[src/rtl/pkt_asm_pkg.sv]
// Shared types and constants for the packet assembler: FSM states and the ACK/NAK/sync byte codes.
package pkt_asm_pkg;

  typedef enum logic [1:0] {
    HUNT  = 2'd0,
    DATA  = 2'd1,
    CHECK = 2'd2
  } state_t;

  localparam logic [7:0] ACK_BYTE     = 8'h06;
  localparam logic [7:0] NAK_BYTE     = 8'h15;
  localparam logic [7:0] DEFAULT_SYNC = 8'hA5;

endpackage

[src/rtl/pkt_timeout_ctr.sv]
// Inter-byte watchdog: counts enabled cycles, expire is a combinational 1-cycle pulse at TIMEOUT_CYCLES-1.
// A clear in the same cycle as the terminal count suppresses expire, so an arriving byte always wins.
module pkt_timeout_ctr #(
  parameter int TIMEOUT_CYCLES = 1_000_000
) (
  input  logic clk,
  input  logic rst,
  input  logic en,
  input  logic clear,
  output logic expire
);

  localparam int W = (TIMEOUT_CYCLES > 1) ? $clog2(TIMEOUT_CYCLES) : 1;
  localparam logic [W-1:0] LAST = W'(TIMEOUT_CYCLES - 1);

  logic [W-1:0] cnt;

  assign expire = en && !clear && (cnt == LAST);

  always_ff @(posedge clk or posedge rst) begin
    if (rst) begin
      cnt <= '0;
    end else if (clear || expire) begin
      cnt <= '0;
    end else if (en) begin
      cnt <= cnt + W'(1);
    end
  end

endmodule

[src/rtl/pkt_assembler.sv]
// Sync-hunting frame assembler: SYNC, PAYLOAD_BYTES bytes MSB-first, XOR checksum; result pulses 1 cycle after the checksum byte.
// No backpressure on rx; optional ACK/NAK byte output (PKT_ASSEMBLER_ACK_EN) holds until tx_ready, newest result overwrites.
module pkt_assembler
  import pkt_asm_pkg::*;
#(
  parameter int         PAYLOAD_BYTES  = 9,
  parameter logic [7:0] SYNC_BYTE      = DEFAULT_SYNC,
  parameter int         TIMEOUT_CYCLES = 1_000_000
) (
  input  logic                       clk,
  input  logic                       rst,
  input  logic                       rx_valid,
  input  logic [7:0]                 rx_data,
  input  logic                       rx_err,
`ifdef PKT_ASSEMBLER_ACK_EN
  output logic                       tx_valid,
  output logic [7:0]                 tx_data,
  input  logic                       tx_ready,
`endif
  output logic                       pkt_valid,
  output logic [PAYLOAD_BYTES*8-1:0] payload,
  output logic                       crc_err,
  output logic                       timeout_err,
  output logic                       busy
);

  localparam int PW = PAYLOAD_BYTES * 8;
  localparam int CW = $clog2(PAYLOAD_BYTES + 1);
  localparam logic [CW-1:0] LAST_IDX = CW'(PAYLOAD_BYTES - 1);

  state_t          state, state_nxt;
  logic [CW-1:0]   byte_cnt;
  logic [7:0]      chk;
  logic [PW-1:0]   shreg;

  logic rx_byte;
  logic start, shift, good, bad, tout;
  logic expire;

  // A byte coinciding with a line error is discarded.
  assign rx_byte = rx_valid && !rx_err;
  assign busy    = (state != HUNT);

  pkt_timeout_ctr #(
    .TIMEOUT_CYCLES(TIMEOUT_CYCLES)
  ) u_timeout (
    .clk   (clk),
    .rst   (rst),
    .en    (state != HUNT),
    .clear (rx_valid || (state == HUNT)),
    .expire(expire)
  );

  always_ff @(posedge clk or posedge rst) begin
    if (rst) begin
      state <= HUNT;
    end else begin
      state <= state_nxt;
    end
  end

  always_comb begin
    state_nxt = state;
    start     = 1'b0;
    shift     = 1'b0;
    good      = 1'b0;
    bad       = 1'b0;
    tout      = 1'b0;
    case (state)
      HUNT: begin
        if (rx_byte && (rx_data == SYNC_BYTE)) begin
          state_nxt = DATA;
          start     = 1'b1;
        end
      end
      DATA: begin
        if (rx_err) begin
          state_nxt = HUNT;
        end else if (rx_byte) begin
          shift = 1'b1;
          if (byte_cnt == LAST_IDX) state_nxt = CHECK;
        end else if (expire) begin
          state_nxt = HUNT;
          tout      = 1'b1;
        end
      end
      CHECK: begin
        if (rx_err) begin
          state_nxt = HUNT;
        end else if (rx_byte) begin
          state_nxt = HUNT;
          good      = (rx_data == chk);
          bad       = (rx_data != chk);
        end else if (expire) begin
          state_nxt = HUNT;
          tout      = 1'b1;
        end
      end
      default: state_nxt = HUNT;
    endcase
  end

  always_ff @(posedge clk or posedge rst) begin
    if (rst) begin
      byte_cnt    <= '0;
      chk         <= '0;
      shreg       <= '0;
      payload     <= '0;
      pkt_valid   <= 1'b0;
      crc_err     <= 1'b0;
      timeout_err <= 1'b0;
    end else begin
      pkt_valid   <= good;
      crc_err     <= bad;
      timeout_err <= tout;
      if (start) begin
        byte_cnt <= '0;
        chk      <= '0;
      end else if (shift) begin
        shreg    <= {shreg[PW-9:0], rx_data};
        chk      <= chk ^ rx_data;
        byte_cnt <= byte_cnt + CW'(1);
      end
      if (good) payload <= shreg;
    end
  end

`ifdef PKT_ASSEMBLER_ACK_EN
  always_ff @(posedge clk or posedge rst) begin
    if (rst) begin
      tx_valid <= 1'b0;
      tx_data  <= '0;
    end else if (good) begin
      tx_valid <= 1'b1;
      tx_data  <= ACK_BYTE;
    end else if (bad || tout) begin
      tx_valid <= 1'b1;
      tx_data  <= NAK_BYTE;
    end else if (tx_ready) begin
      tx_valid <= 1'b0;
    end
  end
`endif

endmodule

[config.mk]
export PLATFORM = sky130hd
export DESIGN_NAME = pkt_assembler
export DESIGN_NICKNAME = d
export VERILOG_FILES = /design/src/rtl/pkt_asm_pkg.sv /design/src/rtl/pkt_timeout_ctr.sv /design/src/rtl/pkt_assembler.sv
export SDC_FILE = /design/constraint.sdc
export NUM_CORES = 1
export LEC_CHECK = 0
export BUFFER_PORTS_ARGS = -buffer_cell sky130_fd_sc_hd__buf_2
export CORE_ASPECT_RATIO = 0.8
export CORE_UTILIZATION = 52
export CTS_CLUSTER_DIAMETER = 150
export DETAILED_ROUTE_END_ITERATION = 10
export PLACE_DENSITY_LB_ADDON = 0.05
export SLEW_MARGIN = 20
export SYNTH_ARGS = -nofsm -noshare
export SYNTH_HDL_FRONTEND = slang
export SYNTH_HIERARCHICAL = 1
export SYNTH_SLANG_ARGS = --single-unit
[constraint.sdc]
create_clock -name clk -period 5.75 [get_ports clk]
set_input_delay 1.15 -clock clk [delete_from_list [all_inputs] [get_ports clk]]
set_output_delay 1.15 -clock clk [all_outputs]
set_load 0.03 [all_outputs]
# Yosys cells after proc, flatten, opt, wreduce, memory -nomap -nowiden
# Cells that the tools add are included.
# Widths: inputs -> output; s select.
[word_totals]
in_bits = 12
reg_bits = 181
output_inout_bits = 76
[op_classes]
addsub = 2
n_reduce_logical = 15
muxes = 29
n_eq_ne = 9
bitwise = 2
[ops]
columns = ["operator", "count"]
rows = [
  ["$mux 20", 2],
  ["$add 20x1->20 const B", 1],
  ["$eq 20x20->1 const B", 1],
  ["$mux 8", 2],
  ["$mux 1", 15],
  ["$mux 2", 7],
  ["$eq 8x8->1", 1],
  ["$eq 8x8->1 const B", 1],
  ["$mux 4", 2],
  ["$ne 8x8->1", 1],
  ["$xor 8x8->8", 1],
  ["$pmux 2 s3", 1],
  ["$reduce_bool 2->1", 3],
  ["$add 4x1->4 const B", 1],
  ["$eq 4x4->1 const B", 1],
  ["$logic_and 1x1->1", 4],
  ["$ne 4x4->1 const B", 1],
  ["$reduce_and 2->1", 2],
  ["$eq 2x1->1 const B", 1],
  ["$eq 2x2->1 const B", 1],
  ["$logic_not 1->1", 2],
  ["$logic_not 2->1", 1],
  ["$logic_or 1x1->1", 2],
  ["$ne 2x1->1 const B", 1],
  ["other kinds (2)", 2],
]

# Longest topological paths before layout
# Gate-level depths: netlist of the first run.
[logic_depth]
word_depth = 9
ltp_mapped = 11
ltp_nobuf = 11

# Hierarchy
# Netlist of the first run, hierarchy kept.
[modules_own_cells]
columns = ["mod", "cells_each", "area_per_inst_um2", "seq_area_each_um2", "instances"]
rows = [
  ["pkt_assembler", 414, 6302.3, 4028.9, 1],
  ["pkt_timeout_ctr", 112, 1088.5, 500.5, 1],
]

# Worst setup path before layout of the first run
# Ideal clock, no wire load.
[synth_path]
path_kind = "input-to-reg"
from = "input port rx_data[6]"
to = "register shreg[42]"
n_path_buf = 2
required_time_ns = 5.623
setup_time_ns = 0.127
slack_ns = 3.063
cell_stages = 6
t_arrival_ns = 2.560
path_cell_list = "nand4bb_1 -> nor4_4 -> nand2b_1 -> buf_4 -> buf_6 -> mux2_1"
[synth_between]
elab_chain_cells = 6
[synth_rtl]
columns = ["item", "line_no", "source"]
rows = [
  ["start: declaration", "pkt_assembler.sv:13", "input logic [7:0] rx_data,"],
  ["$eq 8x8->1", "pkt_assembler.sv:71", "if (rx_byte && (rx_data == SYNC_BYTE)) begin"],
  ["$logic_and 1x1->1", "pkt_assembler.sv:71", ""],
  ["$mux 1", "pkt_assembler.sv:71", ""],
  ["$mux 1", "pkt_assembler.sv:69", "case (state)"],
  ["$not 1->1 (no line)", "-", ""],
  ["$reduce_and 2->1 (no line)", "-", ""],
  ["end signal: assignment", "pkt_assembler.sv:120", "shreg <= {shreg[PW-9:0], rx_data};"],
  ["end: declaration", "pkt_assembler.sv:34", "logic [PW-1:0] shreg;"],
]
# No other way between the ends.
# A chain may end at the register's enable or synchronous reset.

# Final worst setup path of the first run
[layout_path]
from = "register state[0]"
to = "output port busy"
[layout_between]
elab_chain_cells = 1
[layout_rtl]
columns = ["item", "line_no", "source"]
rows = [
  ["start: declaration", "pkt_assembler.sv:31", "state_t state, state_nxt;"],
  ["start signal: assignment", "pkt_assembler.sv:58", "state <= state_nxt;"],
  ["$reduce_bool 2->1", "pkt_assembler.sv:42", "assign busy = (state != HUNT);"],
  ["end: declaration", "pkt_assembler.sv:24", "output logic busy"],
]
# No other way between the ends.

==> results.txt, run 1 <==
DP HPWL: 9.09 mm
Clk_skew: 7.44 ps
DR vias/cell: 5.38
Pre-Repair DR Iteration Count: 5
Total clock buffers created by CTS: 17
Pwr Density: 312 nW/um^2
Top cell by count, worst path: inv_1
Max VDD drop: 0.248 mV
CP cell instances: inv_1 > ha_1 > inv_1 > buf_2
Clock Sinks: 181
Count of different cell masters after synthesis: 43
Post-route ant nets: 0
# H-tree levels: 4
Cell count along the critical path: 4
Total Wirelength: 13.6 mm
Max cap viols: 0
Worst Path Arrival: 1760 ps
Initial core utilization: 54.0%
Count leader, synth: dfrtp_1
CTS max path bufs: 2
Reg2reg path depth: 7
Leak: 4.46 nW
Ys async rst share: 100%
Most instantiated cells after synthesis: dfrtp_1, mux2_2, nor2_1
Clock root cell: clkbuf_16
Worst Hold Class: reg2reg
Most frequently used flop master after synthesis: dfrtp_1
Simple-Gate Fraction of Synth Area: 7.64%
CP peak stage delay: 400 ps
Initial antenna violation count: 0
Worst Setup End Kind: output port
Min Hold Slack: 498 ps
Endpoints failing setup: 0
Clock latency on the worst-skew pair: 420 ps
Syn Nets: 545
Register area share after synthesis: 61.3%
DRC viols: 0
Largest net degree at the start of global routing: 126
Post-Synth Adder-Cell Area: 1.19%
CP required: 4600 ps
Hold-fix buffers, CTS: 0
Die H: 109 microns
Outcome: completed
Tot GR Track Use: 20.3%
Gr ovfl total: 0
Ratio of cells with drive above 1 in the final layout: 40.2%
RSZ-0062 raised after global routing: false
Post-CTS setup buffers: 0
Io pins: 88
Synth warn: 6
F_max: 0.343 GHz
Flops & latches, synth: 181
First-pass GRT wire length: 22.4 mm
Hold path cells: 1
Syn avg cell area: 14.1 sq um
Critical setup path kind: reg2out
Tightest Pin Transition: 839 ps
Clk pin slew, worst setup/hold paths: 60 ps
Final period utilization: 50.6%
Die Wd: 135 microns
Drt initial violations: 265
Drt wl/cell: 16.8 microns
Dominant cell type by area after synthesis: dfrtp_1
Fin. Hold Viols: 0
CP delay by family, top: buffers and inverters
Crit path time final: 2910 ps
Number of flops mapped to enable cells by yosys: 0
Post-CTS Resized: 0
Max_slew headroom: 44.0%
P&R area growth vs syn: 15.9%
PortBufs: 87
Worst setup SP type: flop
Buf/Inv on CP: 3
Mux contribution to synthesized area: 21.2%
Worst-path maximum fanout: 10
Slew Limit Fails: 0
Vias: 4356
CTS tree: built
Slowest CP cell: dfrtp_1
Core Util, Final: 62.6%
Routability cong.: 0.816
Post-synthesis xor/xnor area fraction: 3.67%
Final #Nets: 636
Synth area leaders: dfrtp_1, mux2_2, mux2_1
Post-synthesis compound-gate area fraction: 2.78%
Fin Setup TNS: 0 ps
Synth top area share: 61.3%
Number of global-route vias before repair: 4293
Largest family of logic cells by synthesized area: multiplexers
Mapped Area: 7390 sq um
Die area: 14700 sq um
Core ar.: 13700 sq um
# rows: 38
Antenna Cells: 0
Synth Instances: 526
-- through the flow --
stage	cell area, sq um	power, mW	cells	worst slack (ps)
detailed placement	7990	1.59	778	2460
CTS	8560	2.71	810	2830
finish	8570	2.67	810	2840
floorplan	7390	1.53	526	252
global placement	7990	1.58	778	2490
global route	8570	2.80	810	2730
-- worst reg2reg max path, stage by stage (launching register included) --
cell      delay (ps)
dfrtp_1          410
inv_1            100
ha_1             180
inv_1            210
nor4_4           340
nand2b_2         510
buf_4            450
mux2_2           390
-- sequential cells by signal (all words and copies together) (netlist names) --
signal and flops:
byte_cnt 4, chk 8, crc_err 1, payload 72
pkt_valid 1, shreg 72, state 2, timeout_err 1
u_timeout/cnt 20
-- routing by layer --
metal	routed length [microns]	global-route usage [%]	vias to the layer above
li1	-	-	2037
met1	6520	28.2	2204
met2	6180	30.4	100
met3	709	6.60	15
met4	198	6.02	0
met5	0	0	-
-- logic make-up (layout without fill, tap and decap cells) --
family | count (synthesis) | count (layout)
DFF | 181 | 181
muxes | 139 | 139
and+or+nand+nor | 101 | 101
buffers and inverters | 34 | 138
AOI/OAI and AO/OA | 33 | 33
xor gates and xnor gates | 31 | 31
adders and majority gates | 7 | 7
-- path summary, 6_finish.rpt --
path / start / endpoint / slack (ps)
hold / removal: payload[63] / payload[63] / 500
hold reg to reg: payload[63] / payload[63] / 500
setup reg to reg: state[0] / shreg[60] / 3040
setup / recovery: state[0] / busy / 2840
min in group asynchronous: rst / payload[52] / 910
max in group asynchronous: rst / shreg[17] / 3860
-- layout make-up --
| type | instances | area [sq um] |
|---|---|---|
| clock buffers | 24 | 502 |
| clock inverters | 8 | 72.6 |
| fillers | 1074 | 5120 |
| inverters | 14 | 60.1 |
| multi-input cells | 311 | 2710 |
| flip-flops and latches | 181 | 4530 |
| well taps | 180 | 225 |
| repair buffers | 92 | 473 |
-- layout by cell type, fill, tap and decap left out, types with 2 or more instances in the layout --
cell type,instances
a21oi_1,10
and2_1,2
and3_1,2
buf_2,87
buf_4,5
clkbuf_1,2
clkbuf_16,17
clkbuf_8,5
clkinv_2,5
clkinv_4,2
dfrtp_1,181
ha_1,7
inv_1,13
mux2_1,20
mux2_2,118
nand2_1,22
nand3_1,6
nand3b_1,5
nand4_1,8
nand4bb_1,2
nor2_1,28
nor3_1,5
nor4_1,5
nor4b_1,2
o21ai_0,15
o31ai_1,2
xnor2_1,18
xor2_1,13
-- power breakdown --
part	total (mW)	switching [mW]	internal [mW]
combinational	0.192	0.119	0.0732
sequential	1.37	0.0471	1.33
clock	1.11	0.457	0.652
total	2.67	0.623	2.05
(Power assumes the default switching activity.)
==> run 2, diff against run 1 <==
- CORE_UTILIZATION: 52 -> 58
- clock period: 5.75 -> 2.8 ns (I/O delays scaled with it)
==> run 2 against run 1 <==
  * Sequential share of layout area down 0.92 points
  * Total power up 120%
  * Register-to-register slack lost 2700 ps
  * Global-route usage is 2.2 points higher
  * First-iteration DRC count down 26%
  * Worst setup slack lost 2500 ps
  * Critical path type is now reg2reg
  * Critical endpoint is now u_timeout/cnt[19]
  * Highest routed layer unchanged
==> results.txt, run 2 (same netlist as run 1, synthesis figures left out) <==
Die H: 103 microns (was 109 microns)
Regs by FF count: payload: 72 flops, shreg: 72 flops, u_timeout/cnt: 20 flops (unchanged)
Hold-fix buffers, CTS: 0 (unchanged)
Worst Hold Class: in2async (was reg2reg)
Sw frac: 21.9% (was 23.3%)
Post-CTS Resized: 0 (unchanged)
Core ar.: 12300 sq um (was 13700 sq um)
Worst-path maximum fanout: 10 (unchanged)
Clk_skew: 7.15 ps (was 7.44 ps)
Vias: 4372 (was 4356)
Worst Setup End Kind: flop (was output port)
Initial antenna violation count: 0 (unchanged)
Tot GR Track Use: 22.5% (was 20.3%)
CP required: 3140 ps (was 4600 ps)
F_max: 0.404 GHz
Drt initial violations: 196 (was 265)
Max VDD drop: 0.443 mV (was 0.248 mV)
Fill count: 866 (was 1074)
Slew Limit Fails: 0 (unchanged)
P&R area growth vs syn: 18.0% (was 15.9%)
Clock root cell: clkbuf_16 (unchanged)
Core Util, Final: 70.9% (was 62.6%)
Most frequent cells in the layout: dfrtp_1, mux2_2, buf_2, nor2_1, nand2_1 (unchanged)
Min Hold Slack: 259 ps (was 498 ps)
Clock Sinks: 181 (unchanged)
Endpoints failing setup: 0 (unchanged)
Routability cong.: 0.857 (was 0.816)
Leak: 4.53 nW (was 4.46 nW)
Max cap viols: 0 (unchanged)
Worst setup SP type: flop (unchanged)
Finished Layout Cells: 807 (was 810)
Total Wirelength: 13.8 mm (was 13.6 mm)
DRC viols: 0 (unchanged)
Clk pin slew, worst setup/hold paths: 60 ps (about the same)
DP HPWL: 9.18 mm (was 9.09 mm)
Commonest non-fill, non-tap cell in the layout: dfrtp_1 (unchanged)
Drt wl/cell: 17.1 microns (was 16.8 microns)
Pwr Density: 666 nW/um^2 (was 312 nW/um^2)
Pre-Repair DR Iteration Count: 4 (was 5)
# rows: 36 (was 38)
Io pins: 88 (unchanged)
Initial core utilization: 60.1% (was 54.0%)
CTS tree: built (unchanged)
Clock latency on the worst-skew pair: 420 ps (about the same)
Fin. Hold Viols: 0 (unchanged)
R2r setup slk: 320 ps (was 3040 ps)
Post-route ant nets: 0 (unchanged)
Largest net degree at the start of global routing: 70 (was 126)
Reg2reg path depth: 7 (unchanged)
R2r endpoint: u_timeout/cnt[19] (was shreg[60])
Final period utilization: 88.5%
Die Wd: 128 microns (was 135 microns)
Fin Setup TNS: 0 ps (unchanged)
Final #Nets: 642 (was 636)
RSZ-0062 raised after global routing: false (unchanged)
Antenna Cells: 0 (unchanged)
Combinational power share: 7.0% (was 7.2%)
Post-CTS setup buffers: 0 (unchanged)
Ratio of cells with drive above 1 in the final layout: 40.6% (was 40.2%)
DP Cell Count: 775 (was 778)
R2r startpoint: state[0] (unchanged)
Max_slew headroom: 49.5% (was 44.0%)
Total clock buffers created by CTS: 17 (unchanged)
# H-tree levels: 4 (unchanged)
Number of global-route vias before repair: 4385 (was 4293)
Crit path time final: 2480 ps
Tightest Pin Transition: 751 ps (was 839 ps)
Die area: 13200 sq um (was 14700 sq um)
Critical setup path kind: reg2reg (was reg2out)
First-pass GRT wire length: 22.3 mm (was 22.4 mm)
CTS max path bufs: 2 (unchanged)
Clock group share of total power: 44.4% (was 41.4%)
Pint: 4.54 mW (was 2.05 mW)
Net Sw Power: 1.27 mW (was 0.623 mW)
Gr ovfl total: 0 (unchanged)
Reg power frac: 48.5% (was 51.4%)
PortBufs: 87 (unchanged)
DR vias/cell: 5.42 (was 5.38)
Outcome: completed (unchanged)
Worst Path Arrival: 2820 ps (was 1760 ps)
==> run 2: cell types whose count changed in the layout (fill, tap and decap cells not counted), sizes merged <==
cell      change
buf           +6
bufinv        +4
clkinv        -4
clkinvlp      +2
clkbuf        -1
inv           -1
==> run 2: worst max path at each step <==
| stage | startpoint | endpoint | slack (ps) | cells after the start |
|---|---|---|---|---|
| 6_report | state[0] | u_timeout/cnt[19] | 320 | 7 |
| 5_1_grt | state[0] | u_timeout/cnt[19] | 170 | 7 |
| 4_1_cts | state[0] | u_timeout/cnt[19] | 400 | 7 |
| 3_5_place_dp | state[0] | u_timeout/cnt[19] | 430 | 7 |
| 3_3_place_gp | rx_data[6] | shreg[2] | 530 | 7 |
| 2_1_floorplan | rst | byte_cnt[0] | 200 | 1 |
==> run 2: final cells by class <==
class / instances / area (sq um) / area share, %
flip-flops and latches: 181 / 4530 / 51.9
multi-input cells: 311 / 2700 / 31.0
repair buffers: 98 / 568 / 6.51
clock buffers: 23 / 478 / 5.48
well taps: 171 / 214 / 2.45
clock inverters: 9 / 173 / 1.98
inverters: 14 / 56.3 / 0.646
==> run 2: through the flow <==
| stage | cell area, sq um | power (mW) | setup slack, ps |
|---|---|---|---|
| after detailed placement | 8070 | 3.28 | 427 |
| after floorplan | 7390 | 3.15 | 197 |
| final | 8720 | 5.81 | 323 |
| after CTS | 8720 | 5.86 | 399 |
| after global placement | 8070 | 3.25 | 532 |
| after global routing | 8720 | 6.04 | 166 |
==> run 2: power groups by stage <==
stage / Combinational [mW] / Sequential, mW / Clock (mW)
after global placement: 0.389 / 2.86 / 0
after detailed placement: 0.409 / 2.87 / 0
after floorplan: 0.305 / 2.84 / 0
after CTS: 0.414 / 2.82 / 2.63
after global routing: 0.462 / 2.83 / 2.75
final: 0.408 / 2.82 / 2.58
==> run 2: metal layers <==
layer	up-vias	wire (microns)	track usage, %	part of all wire, %
met4	0	119	6.24	0.86
met2	91	6580	35.2	48
met1	2225	6510	30.9	47
met3	12	567	6.59	4.1
li1	2044	-	-	-
met5	-	0	0	0
==> run 2: worst max-delay path: stages, from the launching register on <==
cell and delay, ps:
dfrtp_1 410, inv_1 100, ha_1 220, inv_1 330, nand3_1 270, nor4_1 720
nand4b_1 190, a21oi_1 170
==> run 3, diff against run 2 <==
- CORE_ASPECT_RATIO: 0.8 -> 0.75
- SLEW_MARGIN: 20 -> default
- SYNTH_HIERARCHICAL: 1 -> default
==> run 3 against run 2 <==
  * Total power is 11% lower
  * Sequential share of layout area rose by 0.69 points
  * Final cell count down 1.7%
  * Clock skew rose by 5.9 ps
  * Area after synthesis decreased by 1.1%
  * Synthesized cell count decreased by 1.7%
  * Combinational power fell by 49%
  * Wire length is 4.3% lower
  * Critical path type unchanged
  * Largest cell class unchanged
  * Highest routed layer unchanged
==> results.txt, run 3 <==
Outcome: completed (unchanged)
Tot GR Track Use: 22.0% (was 22.5%)
Endpoints failing setup: 0 (unchanged)
Count leader, synth: dfrtp_1 (unchanged)
Top routing layer in use: met4 (unchanged)
DP HPWL: 8.93 mm (was 9.18 mm)
Die Wd: 132 microns (was 128 microns)
Most frequent cells in the layout: dfrtp_1, mux2_2, buf_2, nor2_1, xnor2_1 (was dfrtp_1, mux2_2, buf_2, nor2_1, nand2_1)
Antenna Cells: 0 (unchanged)
P&R area growth vs syn: 17.7% (was 18.0%)
Worst Path Arrival: 2660 ps (was 2820 ps)
Register area share after synthesis: 61.9% (was 61.3%)
Most instantiated cells after synthesis: dfrtp_1, mux2_2, nor2_1 (unchanged)
Pint: 3.93 mW (was 4.54 mW)
Buf/Inv on CP: 0 (was 2)
Slew Limit Fails: 0 (unchanged)
Number of global-route vias before repair: 4394 (was 4385)
Final period utilization: 84.5% (was 88.5%)
CTS tree: built (unchanged)
Routed length on met3: 369 microns (was 567 microns)
Count of different cell masters after synthesis: 42 (was 43)
Pre-Repair DR Iteration Count: 4 (unchanged)
Initial core utilization: 59.4% (was 60.1%)
CP required: 3090 ps (was 3140 ps)
First-pass GRT wire length: 22.5 mm (was 22.3 mm)
# rows: 35 (was 36)
Total clock buffers created by CTS: 17 (unchanged)
Die area: 13100 sq um (was 13200 sq um)
Flops & latches, synth: 181 (unchanged)
Routability cong.: 0.832 (was 0.857)
Total Wirelength: 13.2 mm (was 13.8 mm)
Dominant cell type by area after synthesis: dfrtp_1 (unchanged)
Met2 routed WL: 6.41 mm (was 6.58 mm)
Mapped Area: 7310 sq um (was 7390 sq um)
Final #Nets: 633 (was 642)
Synth warn: 0 (was 6)
Post-CTS setup buffers: 0 (unchanged)
Ratio of cells with drive above 1 in the final layout: 45.0% (was 40.6%)
DRC viols: 0 (unchanged)
Initial antenna violation count: 0 (unchanged)
Net Sw Power: 1.24 mW (was 1.27 mW)
Worst Hold Class: in2async (unchanged)
Clock group share of total power: 43.4% (was 44.4%)
Clk_skew: 13.0 ps (was 7.15 ps)
CP peak stage delay: 600 ps (was 720 ps)
PortBufs: 87 (unchanged)
CP cell instances: ha_1 > nand3_2 > or4_4 > or4_4 > a311o_1 (was inv_1 > ha_1 > inv_1 > nand3_1 > nor4_1 > nand4b_1 > a21oi_1)
Syn Nets: 536 (was 545)
DP Cell Count: 761 (was 775)
Tightest Pin Transition: 508 ps (was 751 ps)
Core ar.: 12300 sq um (about the same)
Synth area leaders: dfrtp_1, mux2_2, xnor2_1 (was dfrtp_1, mux2_2, mux2_1)
Largest net degree at the start of global routing: 86 (was 70)
Reg power frac: 52.6% (was 48.5%)
Clock root cell: clkbuf_16 (unchanged)
Slowest CP cell: or4_4 (was nor4_1)
Drt wl/cell: 16.6 microns (was 17.1 microns)
Top cell by count, worst path: or4_4 (was inv_1)
Hold-fix buffers, CTS: 0 (unchanged)
Pwr Density: 601 nW/um^2 (was 666 nW/um^2)
Leak: 4.42 nW (was 4.53 nW)
Fin. Hold Viols: 0 (unchanged)
Number of flops mapped to enable cells by yosys: 0 (unchanged)
Worst Setup End Kind: flop (unchanged)
F_max: 0.423 GHz (was 0.404 GHz)
Post-route ant nets: 0 (unchanged)
Max_slew headroom: 65.9% (was 49.5%)
Ys async rst share: 100% (unchanged)
Syn avg cell area: 14.1 sq um (about the same)
Regs by FF count: payload: 72 flops, shreg: 72 flops, u_timeout.cnt: 20 flops (was payload: 72 flops, shreg: 72 flops, u_timeout/cnt: 20 flops)
Vias: 4301 (was 4372)
Post-Layout Inst Area: 8610 sq um (was 8720 sq um)
CP delay by family, top: simple AND/OR/NAND/NOR gates (unchanged)
Met1 WL: 6.27 mm (was 6.51 mm)
Placement Cell Area: 8050 sq um (was 8070 sq um)
Drt initial violations: 253 (was 196)
Clock Sinks: 181 (unchanged)
Clk pin slew, worst setup/hold paths: 70 ps (was 60 ps)
# H-tree levels: 4 (unchanged)
Io pins: 88 (unchanged)
R2r setup slk: 430 ps (was 320 ps)
Synth top area share: 61.9% (was 61.3%)
Worst setup SP type: flop (unchanged)
Sw frac: 24.0% (was 21.9%)
Min Hold Slack: 279 ps (was 259 ps)
Gr ovfl total: 0 (unchanged)
Commonest non-fill, non-tap cell in the layout: dfrtp_1 (unchanged)
DR vias/cell: 5.42 (about the same)
Crit path time final: 2370 ps (was 2480 ps)
Worst-path maximum fanout: 7 (was 10)
Combinational power share: 4.1% (was 7.0%)
CTS max path bufs: 2 (unchanged)
Critical setup path kind: reg2reg (unchanged)
Clock latency on the worst-skew pair: 420 ps (about the same)
Max VDD drop: 0.525 mV (was 0.443 mV)
Synth Instances: 517 (was 526)
Max cap viols: 0 (unchanged)
Most frequently used flop master after synthesis: dfrtp_1 (unchanged)
RSZ-0062 raised after global routing: false (unchanged)
Finished Layout Cells: 793 (was 807)
Post-CTS Resized: 0 (unchanged)
Die H: 99.2 microns (was 103 microns)
[run 3: cell count changes after synthesis, sizes merged, moves of 3 or more]
cell / before / now
a21oi: 10 / 6
a22o: 0 / 4
and3: 3 / 0
nand2: 22 / 15
nor2: 29 / 34
o21ai: 15 / 3
or4: 1 / 4
xnor2: 18 / 22
[run 3: worst register-to-register path: cells and delay by family, from the launching register on]
| kind | cells | cell delay [ps] |
|---|---|---|
| DFF | 1 | 400 |
| adders and majority gates | 1 | 220 |
| and+or+nand+nor | 3 | 1300 |
| AOI/OAI and AO/OA | 1 | 330 |
[run 3: power groups by stage]
stage | Sequential [mW] | Combinational (mW) | Clock (mW)
6_report | 2.72 | 0.210 | 2.24
5_1_grt | 2.73 | 0.243 | 2.41
4_1_cts | 2.72 | 0.215 | 2.31
3_5_place_dp | 2.77 | 0.214 | 0
3_3_place_gp | 2.77 | 0.204 | 0
2_1_floorplan | 2.75 | 0.151 | 0
[run 3: path summary, 6_finish.rpt]
kind                                       start                to  cells past startpoint
worst max-delay path            u_timeout.cnt[0]          state[1]                      5
worst min-delay path                         rst       payload[63]                      3
worst max register to register  u_timeout.cnt[0]          state[1]                      5
worst min register to register  u_timeout.cnt[0]  u_timeout.cnt[0]                      1
max in group asynchronous                    rst         shreg[44]                      3
min in group clk                          rx_err       timeout_err                      2
[run 3: kinds of logic (layout without fill, tap and decap cells)]
| family | count (synthesis) | count (layout) | share of synthesized area, % |
|---|---|---|---|
| compound gates | 22 | 22 | 2.17 |
| xor+xnor | 33 | 33 | 3.95 |
| fa+ha+maj | 7 | 7 | 1.20 |
| buf+inv | 36 | 146 | 2.12 |
| flops | 181 | 181 | 61.9 |
| mux | 140 | 140 | 21.6 |
| simple gates | 98 | 98 | 7.05 |
[run 3: layout make-up]
class                   count  area [sq um]
fillers                   861          3700
inverters                  16          63.8
well taps                 166           208
clock inverters            15           135
multi-input cells         300          2640
flip-flops and latches    181          4530
clock buffers              17           425
repair buffers             98           606
[run 3: through the flow]
| step | util, % | power [mW] | TNS [ps] | worst slack (ps) |
|---|---|---|---|---|
| 6_report | 69.9 | 5.17 | 0 | 434 |
| 2_1_floorplan | - | 2.91 | -14950 | -82.6 |
| 4_1_cts | 69.9 | 5.24 | 0 | 453 |
| 5_1_grt | 69.9 | 5.38 | 0 | 374 |
| 3_5_place_dp | 65.4 | 2.98 | 0 | 388 |
| 3_3_place_gp | 65.4 | 2.97 | 0 | 473 |
[run 3: per-layer routing]
metal,GRT usage [%],up-vias
met1,31.2,2204
met2,34.6,80
met4,7.25,0
met3,4.13,10
met5,0,-
li1,-,2007
